==> src/rtl/definitions.sv <==
// Shared definitions for the async FIFO and its write-domain burst producer.
// Holds the FIFO geometry, the writer FSM state type and the Galois LFSR
// toggle masks used when FIFO_WR_LFSR_EN is defined.
package definitions;

    localparam int DATASIZE = 8;
    localparam int ADDRSIZE = 4;

    typedef enum logic {
        IDLE  = 1'b0,
        WRITE = 1'b1
    } wr_state_t;

    // Right-shifting Galois toggle masks giving a maximal-length sequence.
    function automatic logic [31:0] lfsr_taps(input int width);
        logic [31:0] taps;
        case (width)
            4:       taps = 32'h0000_000C;
            5:       taps = 32'h0000_0014;
            6:       taps = 32'h0000_0030;
            7:       taps = 32'h0000_0060;
            8:       taps = 32'h0000_00B8;
            9:       taps = 32'h0000_0110;
            10:      taps = 32'h0000_0240;
            11:      taps = 32'h0000_0500;
            12:      taps = 32'h0000_0E08;
            13:      taps = 32'h0000_1C80;
            14:      taps = 32'h0000_3802;
            15:      taps = 32'h0000_6000;
            16:      taps = 32'h0000_B400;
            default: taps = 32'h0000_00B8;
        endcase
        return taps;
    endfunction

    localparam logic [DATASIZE-1:0] LFSR_TAPS = DATASIZE'(lfsr_taps(DATASIZE));

endpackage

==> src/rtl/fifo_wr_datagen.sv <==
// Data register for the burst writer: loads the seed and advances by one
// step per accepted word. Default build counts up by one; with
// FIFO_WR_LFSR_EN defined it runs a Galois LFSR instead.
module fifo_wr_datagen
    import definitions::*;
#(
    parameter int W = DATASIZE
) (
    input  logic         wclk,
    input  logic         wrst_n,
    input  logic         load,
    input  logic         step,
    input  logic [W-1:0] seed,
    output logic [W-1:0] data
);

    logic [W-1:0] data_q;
    logic [W-1:0] data_d;
    logic [W-1:0] seed_val;
    logic [W-1:0] next_val;

`ifdef FIFO_WR_LFSR_EN
    localparam logic [W-1:0] TAPS = W'(lfsr_taps(W));

    // All-zero is the LFSR lockup state, so a zero seed starts from all-ones.
    always_comb begin
        seed_val = (seed == '0) ? {W{1'b1}} : seed;
        next_val = data_q[0] ? ((data_q >> 1) ^ TAPS) : (data_q >> 1);
    end
`else
    // Plain incrementing count; wraps naturally and zero is a legal seed.
    always_comb begin
        seed_val = seed;
        next_val = data_q + W'(1);
    end
`endif

    // Load has priority; otherwise advance only when a word was accepted.
    always_comb begin
        data_d = data_q;
        if (load) begin
            data_d = seed_val;
        end else if (step) begin
            data_d = next_val;
        end
    end

    // Data register.
    always_ff @(posedge wclk or negedge wrst_n) begin
        if (!wrst_n) begin
            data_q <= '0;
        end else begin
            data_q <= data_d;
        end
    end

    assign data = data_q;

endmodule

==> src/rtl/fifo_burst_writer.sv <==
// Write-domain burst producer for the async FIFO. On start it writes
// burst_len words (count from seed, or LFSR when FIFO_WR_LFSR_EN is defined),
// honouring wfull, and pulses done at the end of the burst.
//
// Handshake: a word is transferred on a wclk edge exactly when winc=1 and
// wfull=0. winc is decoded straight from the WRITE state, so it stays high
// while the FIFO is full and nothing is written in those cycles.
module fifo_burst_writer
    import definitions::*;
#(
    parameter int DATASIZE = definitions::DATASIZE,
    parameter int LENW     = 8,
    parameter int CNTW     = 16
) (
    input  logic                wclk,
    input  logic                wrst_n,
    input  logic                start,
    input  logic [LENW-1:0]     burst_len,
    input  logic [DATASIZE-1:0] seed,
    input  logic                abort,
    input  logic                wfull,
    output logic                winc,
    output logic [DATASIZE-1:0] wdata,
    output logic                busy,
    output logic                done,
    output logic                aborted,
    output logic [CNTW-1:0]     words_written
);

    wr_state_t       state_q;
    wr_state_t       state_d;
    logic [LENW-1:0] remaining_q;
    logic [LENW-1:0] remaining_d;
    logic [CNTW-1:0] words_q;
    logic [CNTW-1:0] words_d;
    logic            done_q;
    logic            done_d;
    logic            aborted_q;
    logic            aborted_d;
    logic            load;
    logic            step;
    logic            accept;

    assign winc   = (state_q == WRITE);
    assign accept = winc && !wfull;

    // Next-state logic: burst launch, per-word bookkeeping, end/abort.
    always_comb begin
        state_d     = state_q;
        remaining_d = remaining_q;
        words_d     = words_q;
        done_d      = 1'b0;
        aborted_d   = aborted_q;
        load        = 1'b0;
        step        = 1'b0;
        case (state_q)
            IDLE: begin
                if (start) begin
                    if (burst_len != '0) begin
                        state_d     = WRITE;
                        remaining_d = burst_len;
                        load        = 1'b1;
                    end else begin
                        // Empty burst completes immediately without writing.
                        done_d    = 1'b1;
                        aborted_d = 1'b0;
                    end
                end
            end
            WRITE: begin
                if (accept) begin
                    step        = 1'b1;
                    remaining_d = remaining_q - LENW'(1);
                    words_d     = words_q + CNTW'(1);
                end
                // Abort wins over completion; a word accepted on the same
                // edge has already been counted above.
                if (abort) begin
                    state_d     = IDLE;
                    remaining_d = '0;
                    done_d      = 1'b1;
                    aborted_d   = 1'b1;
                end else if (accept && (remaining_q == LENW'(1))) begin
                    state_d   = IDLE;
                    done_d    = 1'b1;
                    aborted_d = 1'b0;
                end
            end
            default: state_d = IDLE;
        endcase
    end

    // Control and status registers.
    always_ff @(posedge wclk or negedge wrst_n) begin
        if (!wrst_n) begin
            state_q     <= IDLE;
            remaining_q <= '0;
            words_q     <= '0;
            done_q      <= 1'b0;
            aborted_q   <= 1'b0;
        end else begin
            state_q     <= state_d;
            remaining_q <= remaining_d;
            words_q     <= words_d;
            done_q      <= done_d;
            aborted_q   <= aborted_d;
        end
    end

    fifo_wr_datagen #(
        .W (DATASIZE)
    ) u_datagen (
        .wclk   (wclk),
        .wrst_n (wrst_n),
        .load   (load),
        .step   (step),
        .seed   (seed),
        .data   (wdata)
    );

    assign busy          = (state_q == WRITE);
    assign done          = done_q;
    assign aborted       = aborted_q;
    assign words_written = words_q;

endmodule
==> config.mk <==
export PLATFORM = sky130hd
export DESIGN_NAME = fifo_burst_writer
export DESIGN_NICKNAME = d
export VERILOG_FILES = /design/src/rtl/definitions.sv /design/src/rtl/fifo_wr_datagen.sv /design/src/rtl/fifo_burst_writer.sv
export SDC_FILE = /design/constraint.sdc
export NUM_CORES = 1
export LEC_CHECK = 0
export CAP_MARGIN = 20
export CORE_MARGIN = 2
export CORE_UTILIZATION = 60
export DETAILED_ROUTE_END_ITERATION = 8
export DONT_BUFFER_PORTS = 1
export PLACE_DENSITY_LB_ADDON = 0.15
export SLEW_MARGIN = 15
export SYNTH_ARGS = -nofsm -noshare
export SYNTH_HDL_FRONTEND = slang
export SYNTH_SLANG_ARGS = --single-unit
==> constraint.sdc <==
create_clock -name wclk -period 3.6 [get_ports wclk]
set_clock_uncertainty 0.05 [all_clocks]
set_input_delay 0.54 -clock wclk [delete_from_list [all_inputs] [get_ports wclk]]
set_output_delay 0.54 -clock wclk [all_outputs]
set_load 0.05 [all_outputs]
# Word-level counts from Yosys, hierarchy flattened
# Index checks and enable logic that the tools add are counted.
[word_totals] mem_bits_ro=0 regBits=35 mem_count=0 latch_bits=0 inputBits=21 out_inout_bits=28 mem_bits_rw=0 wordCells=49
[op_classes] n_shift=0 n_addsub=3 eq_ne=6 n_div=0 multipliers=0 n_mux=25 bitwise_logic=1 order_cmp=0 reduce_logical=8
[ops] cell="two-way mux 8 bit" count=6
[ops] cell="adder 16 x 1 -> 16 bit, second input constant" count=1
[ops] cell="case mux 8 bit (2 select lines)" count=1
[ops] cell="two-way mux 1 bit" count=15
[ops] cell="adder 8 x 1 -> 8 bit, second input constant" count=1
[ops] cell="== test 8 x 1 -> 1 bit, second input constant" count=1
[ops] cell="nonzero test 8 bit" count=1
[ops] cell="subtractor 8 x 1 -> 8 bit, second input constant" count=1
[ops] cell="!= test 2 bit, second input constant" count=3
[ops] cell="!= test 3 x 2 -> 1 bit, second input constant" count=2
[ops] cell="case mux 1 bit (2 select lines)" count=3
[ops] cell="AND reduction 3 bit" count=2
[ops] cell="logical AND 1 bit" count=2
[ops] cell="AND reduction 2 bit" count=1
[ops] cell="nonzero test 2 bit" count=1
[ops] cell="zero test 1 bit" count=1
[ops] cell="inverter 1 bit" count=1

# Depth between registers and ports, before layout
# Gate-level depths: netlist of the first run.
[logic_depth] word_depth=6 depth_mapped=6 ltp_nobuf=6

# Hierarchy
# A second synthesis of the first run with hierarchy kept.
[hier_totals] hier_cells=187 hier_area_um2=1890.6
[by_module_without_submodules] mod="fifo_burst_writer" cells_per_inst=138 n_inst=1 area_each_um2=1440.1 seq_area_each_um2=675.6
[by_module_without_submodules] mod="fifo_wr_datagen" cells_per_inst=49 n_inst=1 area_each_um2=450.4 seq_area_each_um2=200.2

# Worst setup path before layout of the first run
# No wires, ideal clock.
[synth_path] kind="input to register" start="input port burst_len[4]" end="register remaining_q[2]" n_path_buf=1 setup_ns=0.126 t_required_ns=3.424 path_stages=4 arrival_time_ns=1.766 path_slack_ns=1.658 path_cell_list="or4_4 > o21a_4 > buf_6 > a221o_1"
[synth_via] elab_chain_cells=3
[synth_rtl] item="start, declared" line_no="fifo_burst_writer.sv:18" rtl="input logic [LENW-1:0] burst_len,"
[synth_rtl] item="nonzero test 8 bit" line_no="fifo_burst_writer.sv:59" rtl="if (burst_len != '0) begin"
[synth_rtl] item="!= test 2 bit (no source line)"
[synth_rtl] item="AND reduction 3 bit (no source line)"
[synth_rtl] item="end signal, assigned" line_no="fifo_burst_writer.sv:103" rtl="remaining_q <= remaining_d;"
[synth_rtl] item="end, declared" line_no="fifo_burst_writer.sv:32" rtl="logic [LENW-1:0] remaining_q;"
# Every way passes these cells.
# A chain may end at the register's enable or synchronous reset.

# Worst setup path after layout of the first run
[layout_path] start="register state_q, in the netlist busy" end="register words_q[12], in the netlist words_written[12]"
[layout_via] elab_chain_cells=2
[layout_rtl] item="start, declared" line_no="fifo_burst_writer.sv:30" rtl="wr_state_t state_q;"
[layout_rtl] item="start signal, assigned" line_no="fifo_burst_writer.sv:102" rtl="state_q <= state_d;"
[layout_rtl] item="logical AND 1 bit" line_no="fifo_burst_writer.sv:45" rtl="assign accept = winc && !wfull;"
[layout_rtl] item="AND reduction 2 bit (no source line) *"
[layout_rtl] item="end signal, assigned" line_no="fifo_burst_writer.sv:104" rtl="words_q <= words_d;"
[layout_rtl] item="end, declared" line_no="fifo_burst_writer.sv:34" rtl="logic [CNTW-1:0] words_q;"
# Mark *: on every way between the ends. The rest lies on a longest branch, timed or not.

==> results of run 1 <==
state kept, by name, summed over array words and instances (netlist names):
name	count
aborted	1
busy	1
done	1
remaining_q	8
u_datagen.data	8
words_written	16
area by class of cell:
type	instances	area, um2
fillers	250	1008
multi-input cells	137	944.7
flip-flops and latches	35	875.8
clock buffers	7	65.06
well taps	44	55.05
repair buffers	4	45.04
inverters	7	26.28
clock inverters	1	7.507
worst min-delay path by stage:
stage          cells after the start  slack [ns]           endpoint
6_report                           2        0.27  u_datagen.data[7]
5_1_grt                            2        0.24  u_datagen.data[7]
4_1_cts                            2        0.27  u_datagen.data[7]
3_5_place_dp                       0        0.20   words_written[3]
3_3_place_gp                       0        0.20   words_written[5]
2_1_floorplan                      0        0.19            aborted
kinds of logic (layout without fill, tap and decap cells):
family	count (synthesis)	in the layout	share of synthesized area [%]
AO/OA/AOI/OAI	41	41	16.95
XOR/XNOR	16	16	7.447
adder cells (fa/ha/maj)	4	4	2.660
buffers and inverters	13	19	3.258
flip-flops	35	35	46.54
multiplexers	4	4	2.194
AND/OR/NAND/NOR	72	72	20.94
layer usage:
metal	wire (um)	vias up
met5	0	-
li1	-	697
met2	1768	61
met4	63	0
met1	1655	680
met3	293	8
power breakdown:
group | internal [mW] | switching, mW | leakage (nW)
Combinational | 0.138 | 0.150 | 0.399
Clock | 0.114 | 0.124 | 0.0375
Sequential | 0.478 | 0.358 | 0.447
Total | 0.731 | 0.633 | 0.883
cells in the mapped netlist, drive strengths merged:
library cell	instances	area (um2)
dfrtp	35	875.8
nand2	15	56.30
nor2	12	45.04
xnor2	10	87.58
nand3	9	45.04
a21oi	7	35.03
and3	6	37.54
inv	6	22.52
nand4	6	37.54
xor2	6	52.55
a221o	4	41.29
buf	4	27.52
ha	4	50.05
nor3	4	20.02
o211ai	4	30.03
o21ai	4	23.77
o22ai	4	25.02
a21o	3	23.77
mux2i	3	30.03
nand2b	3	18.77
nor2b	3	18.77
o21a	3	38.79
or4	3	30.03
a211oi	2	15.01
a22o	2	18.77
a22oi	2	15.01
and2	2	12.51
and4	2	17.52
clkbuf	2	7.510
nor4	2	12.51
o2bb2ai	2	17.52
a32o	1	10.01
a32oi	1	8.760
and4b	1	10.01
clkinv	1	3.750
mux2	1	11.26
nand4b	1	8.760
nor3b	1	7.510
o311ai	1	8.760
o31ai	1	7.510
or3	1	6.260
or4b	1	10.01
cell usage in the layout, fill, tap and decap left out, types with 3 or more instances in the layout:
| cell type | instances |
|---|---|
| sky130_fd_sc_hd__a221o_1 | 3 |
| sky130_fd_sc_hd__xor2_1 | 6 |
| sky130_fd_sc_hd__nand3_1 | 9 |
| sky130_fd_sc_hd__nand2b_1 | 3 |
| sky130_fd_sc_hd__clkbuf_4 | 5 |
| sky130_fd_sc_hd__inv_1 | 6 |
| sky130_fd_sc_hd__dfrtp_1 | 35 |
| sky130_fd_sc_hd__nor2_1 | 12 |
| sky130_fd_sc_hd__a21oi_1 | 7 |
| sky130_fd_sc_hd__o21ai_0 | 3 |
| sky130_fd_sc_hd__o22ai_1 | 4 |
| sky130_fd_sc_hd__ha_1 | 4 |
| sky130_fd_sc_hd__nand2_1 | 15 |
| sky130_fd_sc_hd__o211ai_1 | 4 |
| sky130_fd_sc_hd__xnor2_1 | 10 |
| sky130_fd_sc_hd__nor2b_1 | 3 |
| sky130_fd_sc_hd__nor3_1 | 4 |
| sky130_fd_sc_hd__nand4_1 | 6 |
| sky130_fd_sc_hd__mux2i_1 | 3 |
| sky130_fd_sc_hd__and3_1 | 6 |
through the flow:
stage               util [%]  instances  worst slack (ns)  hold slack (ns)
global placement       63.31        225             1.545           0.1952
detailed placement     63.31        225             1.521           0.1951
global route           66.69        235             1.452           0.2429
CTS                    66.69        235             1.533           0.2665
floorplan                  -        185             1.658           0.1944
finish                 66.69        235             1.548           0.2750
worst register-to-register path: cells and delay by family (launching register included):
kind,cells,cell delay (ns)
XOR/XNOR,1,0.16
buffers and inverters,1,0.39
flip-flops,1,0.65
AND/OR/NAND/NOR,3,0.66
==> impl_metrics.tcl, run 1 <==
set metrics [dict create \
    run_status "complete, no violations" \
    cts-buffers-inserted 5 \
    yosys_register_bits 35 \
    cp_top_family "simple AND/OR/NAND/NOR gates" \
    drt-vias-per-instance 6.153 \
    use_met2_pct 34.32 \
    post_cts.repair.setup_buffers 0 \
    wirelength_mm 3.781 \
    worst_setup_hold_path_clk_slew_ns 0.10 \
    slew_headroom_pct 59.30 \
    std_cell_rows 20 \
    initial_antenna_violation_count 0 \
    drt_drc_violations_left 0 \
    critPathCapture "words_written[12]" \
    ctsHoldBuffers 2 \
    post_route_cells_drive_above_1_share_pct 11.52 \
    final_max_slew_viol_count 0 \
    regToRegStartpoint "busy" \
    htree_num_levels 2 \
    layout-area-overhead-vs-synth_pct 7.314 \
    fmax_mhz 487.4 \
    grt_most_used_layer "met2" \
    cp-end-kind "flip-flop" \
    postCtsResizedCells 0 \
    rsz_0062_raised_after_global_routing "false" \
    worst-r2r-setup-slack_ns 1.55 \
    clockBufferDepth 2 \
    reg2reg_to "words_written[12]" \
    track_usage_pct 22.88 \
    worstPathCellList "buf_4 > and4b_1 > and3_1 > nand3_1 > xnor2_1" \
    worstMarginPinSlew_ns 0.6042 \
    synth.avg_cell_area_um2 10.17 \
    floorplan.die.width_um 60.01 \
    synth.net_count 210 \
    worst_r2r_path_depth 5 \
    core_um2 3028 \
    hold_start "seed[7]" \
    yosys.cell_types.count 51 \
    finalSetupViolCount 0 \
    global_route_met3_utilization_pct 9.957 \
    die-height_um 60.01 \
    finalHoldViolations 0 \
    global_route.overflow_total 0 \
    final_net_count 215 \
    vias_in_the_first_global_route 1366 \
    ant_nets 0 \
    max_cap_violations 0 \
    post_dp_cell_area_um2 1917 \
    cts.sinks 35 \
    yosysWarnings 0 \
    grt_max_degree 36 \
    critical_path_buf_inv_count 1 \
    syn-instance-count 185 \
    gp_congestion 0.8836 \
    worstSetupStartpointType "flip-flop" \
    worst-path-max-fanout 15 \
    start_util_pct 62.15 \
    post_drt_wl_per_cell_um 16.09 \
    use_met1_pct 28.96 \
    worstSkewPairLatency_ns 0.33 \
    crit_type "flip-flop to flip-flop" \
    power.density_nw_per_um2 675.0 \
    num_antenna_cells 0 \
    post-dp-hpwl_mm 2.859 \
    power.ir.vdd_worst_v 0.0004492 \
    p_leak_nw 0.8830 \
    timing.final.crit_share_pct 56.99 \
    totalPowerFinal_mw 1.363 \
    cpMaxStageDelayCell "sky130_fd_sc_hd__dfrtp_1" \
    cp-startpoint "busy" \
    design.portCount 49 \
    path_depth 5 \
    drt-initial-drc-count 151 \
    netlist_area_um2 1882 \
    cts_root_buf "sky130_fd_sc_hd__clkbuf_4" \
    place.port_buffers 0 \
    vias 1446 \
    final_cell_area_um2 2019 \
    cts_tree "yes" \
    grt_first_pass_wirelength_mm 6.127 \
    critPathArrivalTime_ns 2.20 \
    timing.critical_path.required_ns 3.75 \
    critical-path-max-stage-delay_ns 0.65 \
    drtPass1Iterations 4 \
    synth_seq_area_share_pct 46.54 \
    hold_class "input port to flip-flop" \
    dieArea_um2 3601 \
    fin_setup_tns_ns 0 \
    layout_min_cycle_time_ns 2.052 \
]
No activity file was read; power rests on OpenSTA's default activity.
==> run 2, diff against run 1 <==
==> constraint.sdc (replaced) <==
create_clock -name wclk -period 2 [get_ports wclk]
set_clock_uncertainty 0.05 [all_clocks]
set_input_delay 0.3 -clock wclk [delete_from_list [all_inputs] [get_ports wclk]]
set_output_delay 0.3 -clock wclk [all_outputs]
set_load 0.05 [all_outputs]
==> run 2 against run 1 <==
Clock power is 120% higher. Design area is 9.7% higher. Largest power group is now combinational cells. Final cell count up 11%. Flip-flop and latch count did not move. Clock-buffer cell count fell by 2. Combinational power rose to 3.9 times the previous value. Critical endpoint is now remaining_q[6]. Core utilization grew 6.5 points. Critical path depth is 1 higher. Fmax increased by 4.9%. Worst setup slack got worse by 1.5 ns. Non-clock buffer count rose by 25.
==> impl_metrics.tcl, run 2 (synthesized netlist as in run 1, its figures left out) <==
set metrics [dict create \
    crit_type "flip-flop to flip-flop" \
    max_cap_violations 0 \
    track_usage_pct 26.91 \
    drt_drc_violations_left 0 \
    timing.critical_path.required_ns 2.19 \
    cts.sinks 35 \
    p_leak_nw 1.018 \
    final_common_cell "sky130_fd_sc_hd__dfrtp_1" \
    worstMarginPinSlew_ns 0.5770 \
    timing.final.crit_share_pct 97.82 \
    ctsHoldBuffers 2 \
    postCtsResizedCells 0 \
    drt-initial-drc-count 102 \
    wl_met3_um 309 \
    dp_worst_setup_slack_ns 0.09082 \
    vias 1589 \
    post_drt_wl_per_cell_um 17.13 \
    post_cts.repair.setup_buffers 0 \
    run_status "complete, no violations" \
    power.ir.vdd_worst_v 0.0005568 \
    post-dp-hpwl_mm 3.305 \
    num-fill-cells 225 \
    rsz_0062_raised_after_global_routing "false" \
    gp_congestion 0.9328 \
    routedLengthMet1_mm 1.881 \
    layout-area-overhead-vs-synth_pct 17.75 \
    global_route.overflow_total 0 \
    hold_class "input port to flip-flop" \
    totalPowerFinal_mw 2.746 \
    worstHoldPathCells 2 \
    cts_root_buf "sky130_fd_sc_hd__clkbuf_4" \
    wirelength_mm 4.455 \
    vias_in_the_first_global_route 1556 \
    worst_r2r_path_depth 6 \
    cts_tree "yes" \
    multi_input_comb_area_um2 944.7 \
    slew_headroom_pct 61.53 \
    final_max_slew_viol_count 0 \
    utilization_pct 73.18 \
    cts-buffers-inserted 5 \
    worstSkewPairLatency_ns 0.35 \
    power.density_nw_per_um2 1239 \
    drt-vias-per-instance 6.112 \
    start_util_pct 62.15 \
    whs_ns 0.01564 \
    clockBufferDepth 2 \
    highest-signal-layer "met4" \
    worstPathCellList "inv_1 > ha_1 > or4b_2 > nor3_1 > o22ai_1 > a22o_1" \
    dieArea_um2 3601 \
    number_of_flip_flops_under_the_largest_register_name 16 \
    ant_nets 0 \
    initial_antenna_violation_count 0 \
    setup_slack_ns 0.04350 \
    regToRegStartpoint "remaining_q[1]" \
    worst_setup_hold_path_clk_slew_ns 0.12 \
    final_net_count 240 \
    worstSetupStartpointType "flip-flop" \
    reg2reg_to "remaining_q[6]" \
    post_route_cells_drive_above_1_share_pct 21.76 \
    finalSetupViolCount 0 \
    place.port_buffers 0 \
    drtPass1Iterations 4 \
    fmax_mhz 511.1 \
    numPlacedInstances 250 \
    layout_min_cycle_time_ns 1.956 \
    critical-path-max-stage-delay_ns 0.62 \
    critPathArrivalTime_ns 2.14 \
    num_antenna_cells 0 \
    final_cell_area_um2 2216 \
    mostFrequentLayoutCells "sky130_fd_sc_hd__dfrtp_1, sky130_fd_sc_hd__buf_4, sky130_fd_sc_hd__nand2_1" \
    design.portCount 49 \
    met2WireLength_mm 2.216 \
    cpMaxStageDelayCell "sky130_fd_sc_hd__or4b_2" \
    grt_max_degree 36 \
    die-height_um 60.01 \
    core_um2 3028 \
    final-instance-count-excl-fill 260 \
    cp_top_family "simple AND/OR/NAND/NOR gates" \
    std_cell_rows 20 \
    floorplan.die.width_um 60.01 \
    post_dp_cell_area_um2 2105 \
    grt_first_pass_wirelength_mm 7.086 \
    worst-r2r-setup-slack_ns 0.04 \
    final-seq-area_um2 875.8 \
    worst-path-max-fanout 4 \
    htree_num_levels 2 \
    hold_start "seed[7]" \
    fin_setup_tns_ns 0 \
    cp-end-kind "flip-flop" \
    critical_path_buf_inv_count 1 \
    cp-startpoint "remaining_q[1]" \
    finalHoldViolations 0 \
    hold_path_end "u_datagen.data[7]" \
]
-- run 2: per-layer routing --
layer / GRT usage, % / vias up
li1: - / 740
met1: 33.70 / 775
met2: 44.10 / 69
met3: 7.576 / 5
met4: 9.841 / 0
met5: 0 / -
-- run 2: worst max-delay path by stage --
stage | slack (ns) | cells after the start | end
2_1_floorplan | 0.12 | 6 | remaining_q[6]
3_3_place_gp | 0.13 | 6 | remaining_q[6]
3_5_place_dp | 0.09 | 6 | remaining_q[6]
4_1_cts | 0.08 | 6 | remaining_q[6]
5_1_grt | 0.01 | 6 | remaining_q[6]
6_report | 0.04 | 6 | remaining_q[6]
-- run 2: area by class of cell --
| class | instances | share of cell area, % |
|---|---|---|
| multi-input cells | 137 | 42.63 |
| flip-flops and latches | 35 | 39.53 |
| well taps | 44 | 2.484 |
| repair buffers | 29 | 10.50 |
| inverters | 7 | 1.186 |
| clock buffers | 5 | 1.694 |
| clock inverters | 3 | 1.976 |
-- run 2: report_power, final --
part	switching, mW	leakage, nW	internal, mW	total [mW]
clock network	0.251	0.0452	0.263	0.514
logic	0.730	0.526	0.393	1.12
registers	0.241	0.447	0.869	1.11
total	1.22	1.02	1.52	2.75
==> run 3, diff against run 2 <==
--- a/config.mk
+++ b/config.mk
@@ -10,6 +10,7 @@
 export CORE_UTILIZATION = 60
 export DETAILED_ROUTE_END_ITERATION = 8
 export DONT_BUFFER_PORTS = 1
+export GPL_TIMING_DRIVEN = 0
 export PLACE_DENSITY_LB_ADDON = 0.15
 export SLEW_MARGIN = 15
 export SYNTH_ARGS = -nofsm -noshare
==> run 3 against run 2 <==
Critical path type unchanged. Total power is 5.0% lower. Largest cell class unchanged. Sequential share of layout area rose by 2.6 points. Global-route usage fell by 1.9 points. Non-clock buffer count is 19 lower. Clock power rose by 3%. Highest routed layer unchanged. Combinational power decreased by 49%.
==> impl_metrics.tcl, run 3 (synthesized netlist as in run 1, its figures left out) <==
set metrics [dict create \
    run_status "complete, no violations" \
    cp-end-kind "flip-flop" \
    cpMaxStageDelayCell "sky130_fd_sc_hd__or4b_2" \
    cts_root_buf "sky130_fd_sc_hd__clkbuf_4" \
    wirelength_mm 4.230 \
    global_route.overflow_total 0 \
    hold_class "input port to flip-flop" \
    number_of_flip_flops_under_the_largest_register_name 16 \
    clockBufferDepth 2 \
    vias_in_the_first_global_route 1448 \
    hold_start "seed[7]" \
    cp-startpoint "remaining_q[1]" \
    final_net_count 221 \
    worst_setup_hold_path_clk_slew_ns 0.12 \
    worstMarginPinSlew_ns 0.5999 \
    worst-path-max-fanout 5 \
    worstPathCellList "inv_1 > ha_4 > or4b_2 > nor3_1 > o22ai_1 > a22o_1" \
    design.portCount 49 \
    grt_max_degree 36 \
    ant_nets 0 \
    final_common_cell "sky130_fd_sc_hd__dfrtp_1" \
    max_cap_violations 0 \
    place.port_buffers 0 \
    routedLengthMet1_mm 1.822 \
    drt_drc_violations_left 0 \
    slew_headroom_pct 60.01 \
    start_util_pct 62.15 \
    num_antenna_cells 0 \
    finalSetupViolCount 0 \
    post_route_cells_drive_above_1_share_pct 16.24 \
    grt_first_pass_wirelength_mm 6.610 \
    drt-initial-drc-count 100 \
    gp_congestion 0.8495 \
    reg2reg_to "remaining_q[6]" \
    critical_path_buf_inv_count 1 \
    post-dp-hpwl_mm 3.000 \
    timing.final.crit_share_pct 98.08 \
    cts_tree "yes" \
    critical-path-max-stage-delay_ns 0.64 \
    power.density_nw_per_um2 1249 \
    worstSetupStartpointType "flip-flop" \
    floorplan.die.width_um 60.01 \
    drt-vias-per-instance 6.328 \
    die-height_um 60.01 \
    p_leak_nw 0.9156 \
    met2WireLength_mm 2.085 \
    cts-buffers-inserted 5 \
    fmax_mhz 509.8 \
    post_drt_wl_per_cell_um 17.55 \
    std_cell_rows 20 \
    layout_min_cycle_time_ns 1.962 \
    wl_met3_um 298 \
    initial_antenna_violation_count 0 \
    fin_setup_tns_ns 0 \
    worst_r2r_path_depth 6 \
    critPathArrivalTime_ns 2.15 \
    drtPass1Iterations 5 \
    finalHoldViolations 0 \
    worst-r2r-setup-slack_ns 0.04 \
    regToRegStartpoint "remaining_q[1]" \
    power.ir.vdd_worst_v 0.0006025 \
    worstHoldPathCells 2 \
    whs_ns 0.05546 \
    timing.critical_path.required_ns 2.19 \
    highest-signal-layer "met4" \
    track_usage_pct 24.99 \
    final_max_slew_viol_count 0 \
    dieArea_um2 3601 \
    worstSkewPairLatency_ns 0.33 \
    htree_num_levels 2 \
    cts.sinks 35 \
    crit_type "flip-flop to flip-flop" \
    mostFrequentLayoutCells "sky130_fd_sc_hd__dfrtp_1, sky130_fd_sc_hd__nand2_1, sky130_fd_sc_hd__nor2_1" \
    layout-area-overhead-vs-synth_pct 11.04 \
    path_depth 6 \
    core_um2 3028 \
    critPathCapture "remaining_q[6]" \
    cp_top_family "simple AND/OR/NAND/NOR gates" \
    vias 1525 \
]
## run 3: area by class of cell
cell class	count	area [um2]
multi-input cells	137	959.7
fillers	235	938.4
flip-flops and latches	35	879.6
well taps	44	55.05
clock buffers	6	51.30
repair buffers	4	45.04
plain buffers	6	37.54
clock inverters	2	35.03
inverters	7	26.28
## run 3: repair_timing
action / 4_1_cts / 5_1_grt
gates resized for setup: 3 / 6
endpoints found under the hold margin: 35 / 0
hold buffers: 2 / 0
buffers inserted: 1 / 1
endpoints found under the setup margin: 15 / 10
pin swaps: 0 / 1
## run 3: worst register-to-register path, stage by stage (launching register included)
cell	delay, ns
sky130_fd_sc_hd__dfrtp_1	0.42
sky130_fd_sc_hd__inv_1	0.14
sky130_fd_sc_hd__ha_4	0.17
sky130_fd_sc_hd__or4b_2	0.64
sky130_fd_sc_hd__nor3_1	0.16
sky130_fd_sc_hd__o22ai_1	0.11
sky130_fd_sc_hd__a22o_1	0.19
## run 3: stage by stage
step	utilization (%)	area, um2	total power, mW	setup WS [ns]	std cells
finish	69.01	2090	2.610	0.03832	241
global route	69.01	2090	2.778	-0.004693	241
CTS	68.22	2066	2.590	0.01303	240
detailed placement	63.97	1937	2.028	-0.1821	229
global placement	63.97	1937	2.005	-0.1482	229
floorplan	-	1882	1.887	0.1238	185
## run 3: metal layers
metal,vias to the layer above,GRT usage (%)
met3,2,8.225
met5,-,0
li1,710,-
met2,68,38.04
met1,745,32.65
met4,0,10.16
## run 3: power breakdown
group | switching (mW) | internal (mW) | total (mW) | leakage, nW
logic | 0.293 | 0.278 | 0.571 | 0.424
clock network | 0.231 | 0.295 | 0.527 | 0.0482
registers | 0.646 | 0.867 | 1.51 | 0.444
## run 3: worst min path at each step
stage	slack, ns	end
after detailed placement	-0.04	words_written[3]
after CTS	0.04	u_datagen.data[7]
final	0.06	u_datagen.data[7]
after global routing	0.02	u_datagen.data[5]
after global placement	-0.04	words_written[3]
after floorplan	-0.05	aborted
